<file path="src/rtl/cordic_prerotate_pkg.sv">
// Shared CORDIC constants: octant codes, turn fractions of a PW-bit phase, width sanity check.
// Pure declarations, no timing.
package cordic_prerotate_pkg;

  localparam logic [2:0] OCT_000 = 3'b000;
  localparam logic [2:0] OCT_001 = 3'b001;
  localparam logic [2:0] OCT_010 = 3'b010;
  localparam logic [2:0] OCT_011 = 3'b011;
  localparam logic [2:0] OCT_100 = 3'b100;
  localparam logic [2:0] OCT_101 = 3'b101;
  localparam logic [2:0] OCT_110 = 3'b110;
  localparam logic [2:0] OCT_111 = 3'b111;

  // 90 degrees in a full-circle phase word of width pw
  function automatic logic [31:0] quarter_turn(input int pw);
    return 32'd1 << (pw - 2);
  endfunction

  function automatic logic [31:0] half_turn(input int pw);
    return 32'd1 << (pw - 1);
  endfunction

  // one headroom bit above the sign plus at least one guard bit
  function automatic bit widths_ok(input int iw, input int ww);
    return ww >= iw + 2;
  endfunction

endpackage

</file>
<file path="src/rtl/cordic_widen.sv">
// Widens x/y to WW bits (headroom + guard bits) and registers them with phase and aux.
// Latency 1 i_ce cycle; no backpressure, i_ce low holds every register.
module cordic_widen
  import cordic_prerotate_pkg::*;
#(
  parameter int IW = 12,
  parameter int WW = 15,
  parameter int PW = 16
) (
  input  logic                 i_clk,
  input  logic                 i_reset,
  input  logic                 i_ce,
  input  logic signed [IW-1:0] i_xval,
  input  logic signed [IW-1:0] i_yval,
  input  logic        [PW-1:0] i_phase,
  input  logic                 i_aux,
  output logic signed [WW-1:0] o_xval,
  output logic signed [WW-1:0] o_yval,
  output logic        [PW-1:0] o_phase,
  output logic                 o_aux
);

  logic signed [WW-1:0] xw;
  logic signed [WW-1:0] yw;

  assign xw = {i_xval[IW-1], i_xval, {(WW-IW-1){1'b0}}};
  assign yw = {i_yval[IW-1], i_yval, {(WW-IW-1){1'b0}}};

  always_ff @(posedge i_clk) begin
    if (i_reset) begin
      o_xval  <= '0;
      o_yval  <= '0;
      o_phase <= '0;
      o_aux   <= 1'b0;
    end else if (i_ce) begin
      o_xval  <= xw;
      o_yval  <= yw;
      o_phase <= i_phase;
      o_aux   <= i_aux;
    end
  end

endmodule

</file>
<file path="src/rtl/cordic_prerotate.sv">
// Widens samples, then pre-rotates by a multiple of 90 deg so the residual phase is in [-45, +45).
// Latency 2 i_ce cycles; no backpressure, i_ce low freezes the whole pipeline.
module cordic_prerotate
  import cordic_prerotate_pkg::*;
#(
  parameter int IW = 12,
  parameter int WW = 15,
  parameter int PW = 16
) (
  input  logic                 i_clk,
  input  logic                 i_reset,
  input  logic                 i_ce,
  input  logic signed [IW-1:0] i_xval,
  input  logic signed [IW-1:0] i_yval,
  input  logic        [PW-1:0] i_phase,
  input  logic                 i_aux,
  output logic signed [WW-1:0] o_xval,
  output logic signed [WW-1:0] o_yval,
  output logic        [PW-1:0] o_phase,
  output logic                 o_aux
);

  if (!widths_ok(IW, WW)) begin : g_bad_width
    $error("cordic_prerotate: WW must be at least IW+2");
  end

  localparam logic [PW-1:0] QTR  = PW'(quarter_turn(PW));
  localparam logic [PW-1:0] HALF = PW'(half_turn(PW));

  logic signed [WW-1:0] s1_x;
  logic signed [WW-1:0] s1_y;
  logic        [PW-1:0] s1_phase;
  logic                 s1_aux;

  cordic_widen #(.IW(IW), .WW(WW), .PW(PW)) u_widen (
    .i_clk   (i_clk),
    .i_reset (i_reset),
    .i_ce    (i_ce),
    .i_xval  (i_xval),
    .i_yval  (i_yval),
    .i_phase (i_phase),
    .i_aux   (i_aux),
    .o_xval  (s1_x),
    .o_yval  (s1_y),
    .o_phase (s1_phase),
    .o_aux   (s1_aux)
  );

  logic signed [WW-1:0] rot_x;
  logic signed [WW-1:0] rot_y;
  logic        [PW-1:0] rot_phase;

  // headroom bit makes negation of the most-negative widened value safe
  always_comb begin
    rot_x     = s1_x;
    rot_y     = s1_y;
    rot_phase = s1_phase;
    case (s1_phase[PW-1 -: 3])
      OCT_001, OCT_010: begin
        rot_x     = -s1_y;
        rot_y     = s1_x;
        rot_phase = s1_phase - QTR;
      end
      OCT_011, OCT_100: begin
        rot_x     = -s1_x;
        rot_y     = -s1_y;
        rot_phase = s1_phase - HALF;
      end
      OCT_101, OCT_110: begin
        rot_x     = s1_y;
        rot_y     = -s1_x;
        rot_phase = s1_phase + QTR;
      end
      default: begin
        rot_x     = s1_x;
        rot_y     = s1_y;
        rot_phase = s1_phase;
      end
    endcase
  end

  always_ff @(posedge i_clk) begin
    if (i_reset) begin
      o_xval  <= '0;
      o_yval  <= '0;
      o_phase <= '0;
      o_aux   <= 1'b0;
    end else if (i_ce) begin
      o_xval  <= rot_x;
      o_yval  <= rot_y;
      o_phase <= rot_phase;
      o_aux   <= s1_aux;
    end
  end

endmodule

</file>
<file path="config.mk">
export PLATFORM = sky130hd
export DESIGN_NAME = cordic_prerotate
export DESIGN_NICKNAME = d
export VERILOG_FILES = /design/src/rtl/cordic_prerotate_pkg.sv /design/src/rtl/cordic_widen.sv /design/src/rtl/cordic_prerotate.sv
export SDC_FILE = /design/constraint.sdc
export NUM_CORES = 1
export LEC_CHECK = 0
export ABC_AREA = 1
export CORE_ASPECT_RATIO = 0.75
export CORE_MARGIN = 4
export CORE_UTILIZATION = 54
export CTS_BUF_LIST = sky130_fd_sc_hd__clkbuf_16
export CTS_CLUSTER_SIZE = 10
export DETAILED_ROUTE_END_ITERATION = 10
export PLACE_DENSITY = 0.94
export SLEW_MARGIN = 10
export SYNTH_ARGS = -nofsm -noshare
export SYNTH_HDL_FRONTEND = slang
export SYNTH_SLANG_ARGS = --single-unit
</file>
<file path="constraint.sdc">
create_clock -name i_clk -period 4.4 [get_ports i_clk]
set_clock_uncertainty 0.05 [all_clocks]
set_input_delay 0.66 -clock i_clk [delete_from_list [all_inputs] [get_ports i_clk]]
set_output_delay 0.66 -clock i_clk [all_outputs]
set_load 0.05 [all_outputs]
</file>
==> flow_metrics.py <==
metrics = {
    "yosys": {
        "syn_area_per_cell_um2": 6.88,
        "synth_cells": 584,
        "netlist_area_mm2": 0.00402,
        "synth_warnings": 0,
        "synthArstFlopShare_pct": 0,
        "synth_top_area_cell": "dfxtp_1",
        "yosysMostFrequentCell": "nor2_1",
        "synth_top_cells_by_count": "102 x nor2_1, 89 x o21ai_0, 84 x dfxtp_1",
        "synth_edf_count": 0,
        "yosysSeqAreaShare_pct": 41.8,
        "synth_area_leaders": "dfxtp_1 42%, o21ai_0 11%, nor2_1 9.5%",
        "ys.flop_type": "dfxtp_1",
        "ys_ff_latch": 84,
        "synth_top_area_share_pct": 41.8,
        "synth.distinct_cells": 32,
    },
    "global_route": {
        "grt_pass1_wl_mm": 19.5,
        "grt_pass1_vias": 4027,
        "antenna_found_initial": 0,
        "grt_max_degree": 100,
        "grt_overflow": 0,
        "track_usage_pct": 27.8,
    },
    "pwr": {
        "p_leak_nw": 2.09,
        "pwr_density_cell_mw_per_mm2": 417,
        "p_total_mw": 2.16,
        "ir_drop_mv": 0.300,
    },
    "route": {
        "num_vias": 4289,
        "drtPass1Iterations": 5,
        "vias_per_cell": 5.68,
        "detail_route.wl_per_cell_um": 16.5,
        "drc": 0,
        "routed_wirelength_mm": 12.4,
        "drt-initial-drc-count": 450,
        "ant_nets": 0,
    },
    "timing": {
        "slew_headroom_pct": 37.4,
        "period_needed_ps": 2250,
        "grt_setup_unrepaired": "no",
        "fmax_mhz": 444,
        "slew_viol_final": 0,
        "setup_viol": 0,
        "period_share_pct": 51.2,
        "worst_slew_pin_slew_ps": 938,
        "hold_ws_ps": 417,
        "fin_tns_setup_ps": 0,
        "hold_viol_final": 0,
    },
    "floorplan": {
        "die_h_um": 82.7,
        "start_util_pct": 57.2,
        "core_mm2": 0.00703,
        "row_count": 26,
        "io_pins": 91,
        "die_w_um": 108,
        "die_area_mm2": 0.00890,
    },
    "cts": {
        "postCtsHoldBufs": 0,
        "clock_sinks": 84,
        "cts.path.max_buffers": 2,
        "cts_resized": 0,
        "insertion_delay_ps": 340,
        "cts_max_level": 3,
        "cts_tree": "done",
        "cts_buffers": 9,
        "cts_setup_buffers": 0,
        "cts_root_buf": "clkbuf_16",
        "clkTransAtPathRegs_ps": 60,
    },
    "placement": {
        "gp_congestion": 0.933,
        "place_hpwl_mm": 8.27,
        "io_buffers": 86,
        "placed_cell_area_mm2": 0.00486,
    },
    "worst_setup_path": {
        "r2r-end": "o_yval[10]$_SDFFE_PP0P_",
        "crit_fanout": 99,
        "start_kind": "input pin",
        "regToRegSetupSlack_ps": 2450,
        "timing.rr.start": "u_widen.o_phase[13]$_SDFFE_PP0P_",
        "worstSetupStartpoint": "i_ce",
        "cp.arrival_ps": 2470,
        "path_class": "input pin to flip-flop",
        "r2r_cells": 8,
        "endpoint_kind": "flip-flop",
        "cp.required_ps": 4610,
    },
    "min_path": {
        "hp-start": "o_yval[12]$_SDFFE_PP0P_",
        "hold_end": "o_yval[12]$_SDFFE_PP0P_",
        "hold_path.class": "flip-flop to flip-flop",
        "hold_path_depth": 2,
    },
    "cells_and_area": {
        "layout.nets": 698,
        "antennaDiodeCount": 0,
        "syn2layout_area_growth_pct": 28.5,
        "final_util_pct": 73.5,
        "fillerInstances": 565,
        "drive_gt1_share_pct": 5.63,
        "final_area_mm2": 0.00516,
    },
    "outcome": {
        "outcome": "finished clean",
    },
    "run": {
        "maxCapViolations": 0,
    },
}
[critical path, cell delays in order]
cell and delay [ps]:
clkdlybuf4s50_1 430, inv_2 170, buf_4 710, o21ai_0 220, a21oi_1 170
[metrics by stage]
stage          setup slack [ps]  cells
6_report                   2150    755
5_1_grt                    2010    755
3_5_place_dp               1900    739
3_3_place_gp               1910    739
4_1_cts                    2170    755
2_1_floorplan              2820    587
[power breakdown]
group,total (mW),switching [mW],internal (mW)
sequential,0.861,0.0426,0.819
combinational,0.532,0.354,0.178
clock,0.762,0.320,0.442
[cells in the final DEF, fill, tap and decap left out, drive strengths merged]
| cell | count |
|---|---|
| xnor2 | 1 |
| dfxtp | 84 |
| a21oi | 63 |
| a31oi | 1 |
| nand2 | 83 |
| buf | 3 |
| nand3b | 4 |
| nor3 | 1 |
| o22ai | 4 |
| bufinv | 1 |
| ha | 2 |
| clkinv | 4 |
| clkbuf | 9 |
| clkdlybuf4s50 | 86 |
| conb | 4 |
| nand3 | 44 |
| o211ai | 7 |
| nand4 | 3 |
| o21ai | 94 |
| clkinvlp | 1 |
| nor2 | 105 |
| inv | 47 |
| xor2 | 5 |
| and3 | 1 |
[routing by layer]
layer  GRT usage (%)  share of wire [%]  vias to the layer above
met2            47.0                 47                      246
li1                -                  -                     2061
met4            5.42                1.5                        0
met5               0                  0                        -
met3            7.07                9.4                       23
met1            36.6                 42                     1959
[final cells by class]
class | instances | area, µm² | share of cell area (%)
clock buffers | 9 | 225 | 4.36
multi-input cells | 422 | 2000 | 38.8
repair buffers | 89 | 883 | 17.1
flip-flops and latches | 84 | 1680 | 32.6
clock inverters | 7 | 72.6 | 1.41
inverters | 46 | 173 | 3.34
well taps | 98 | 123 | 2.38
[sequential cells by signal, summed over array words and instances (netlist names)]
name             count
o_aux                1
o_phase             16
o_xval              13
o_yval              13
u_widen.o_aux        1
u_widen.o_phase     16
u_widen.o_xval      12
u_widen.o_yval      12
[worst max-delay path by stage]
stage | to | slack, ps | cells past startpoint
5_1_grt | o_yval[2]$_SDFFE_PP0P_ | 2010 | 7
6_report | u_widen.o_xval[13]$_SDFFE_PP0P_ | 2150 | 5
2_1_floorplan | u_widen.o_phase[13]$_SDFFE_PP0P_ | 2820 | 4
4_1_cts | o_xval[9] | 2170 | 1
3_5_place_dp | u_widen.o_phase[10]$_SDFFE_PP0P_ | 1900 | 5
3_3_place_gp | u_widen.o_xval[6]$_SDFFE_PP0P_ | 1910 | 5
[kinds of logic (layout without fill, tap and decap cells)]
group,Yosys count,in the layout,synth area share (%)
xor+xnor,6,6,1.31
fa+ha+maj,2,2,0.623
compound gates,169,169,22.2
other cells,1,4,0.0933
buf+inv,81,151,8.56
simple gates,241,241,25.3
flops,84,84,41.8
(Power assumes the default switching activity.)
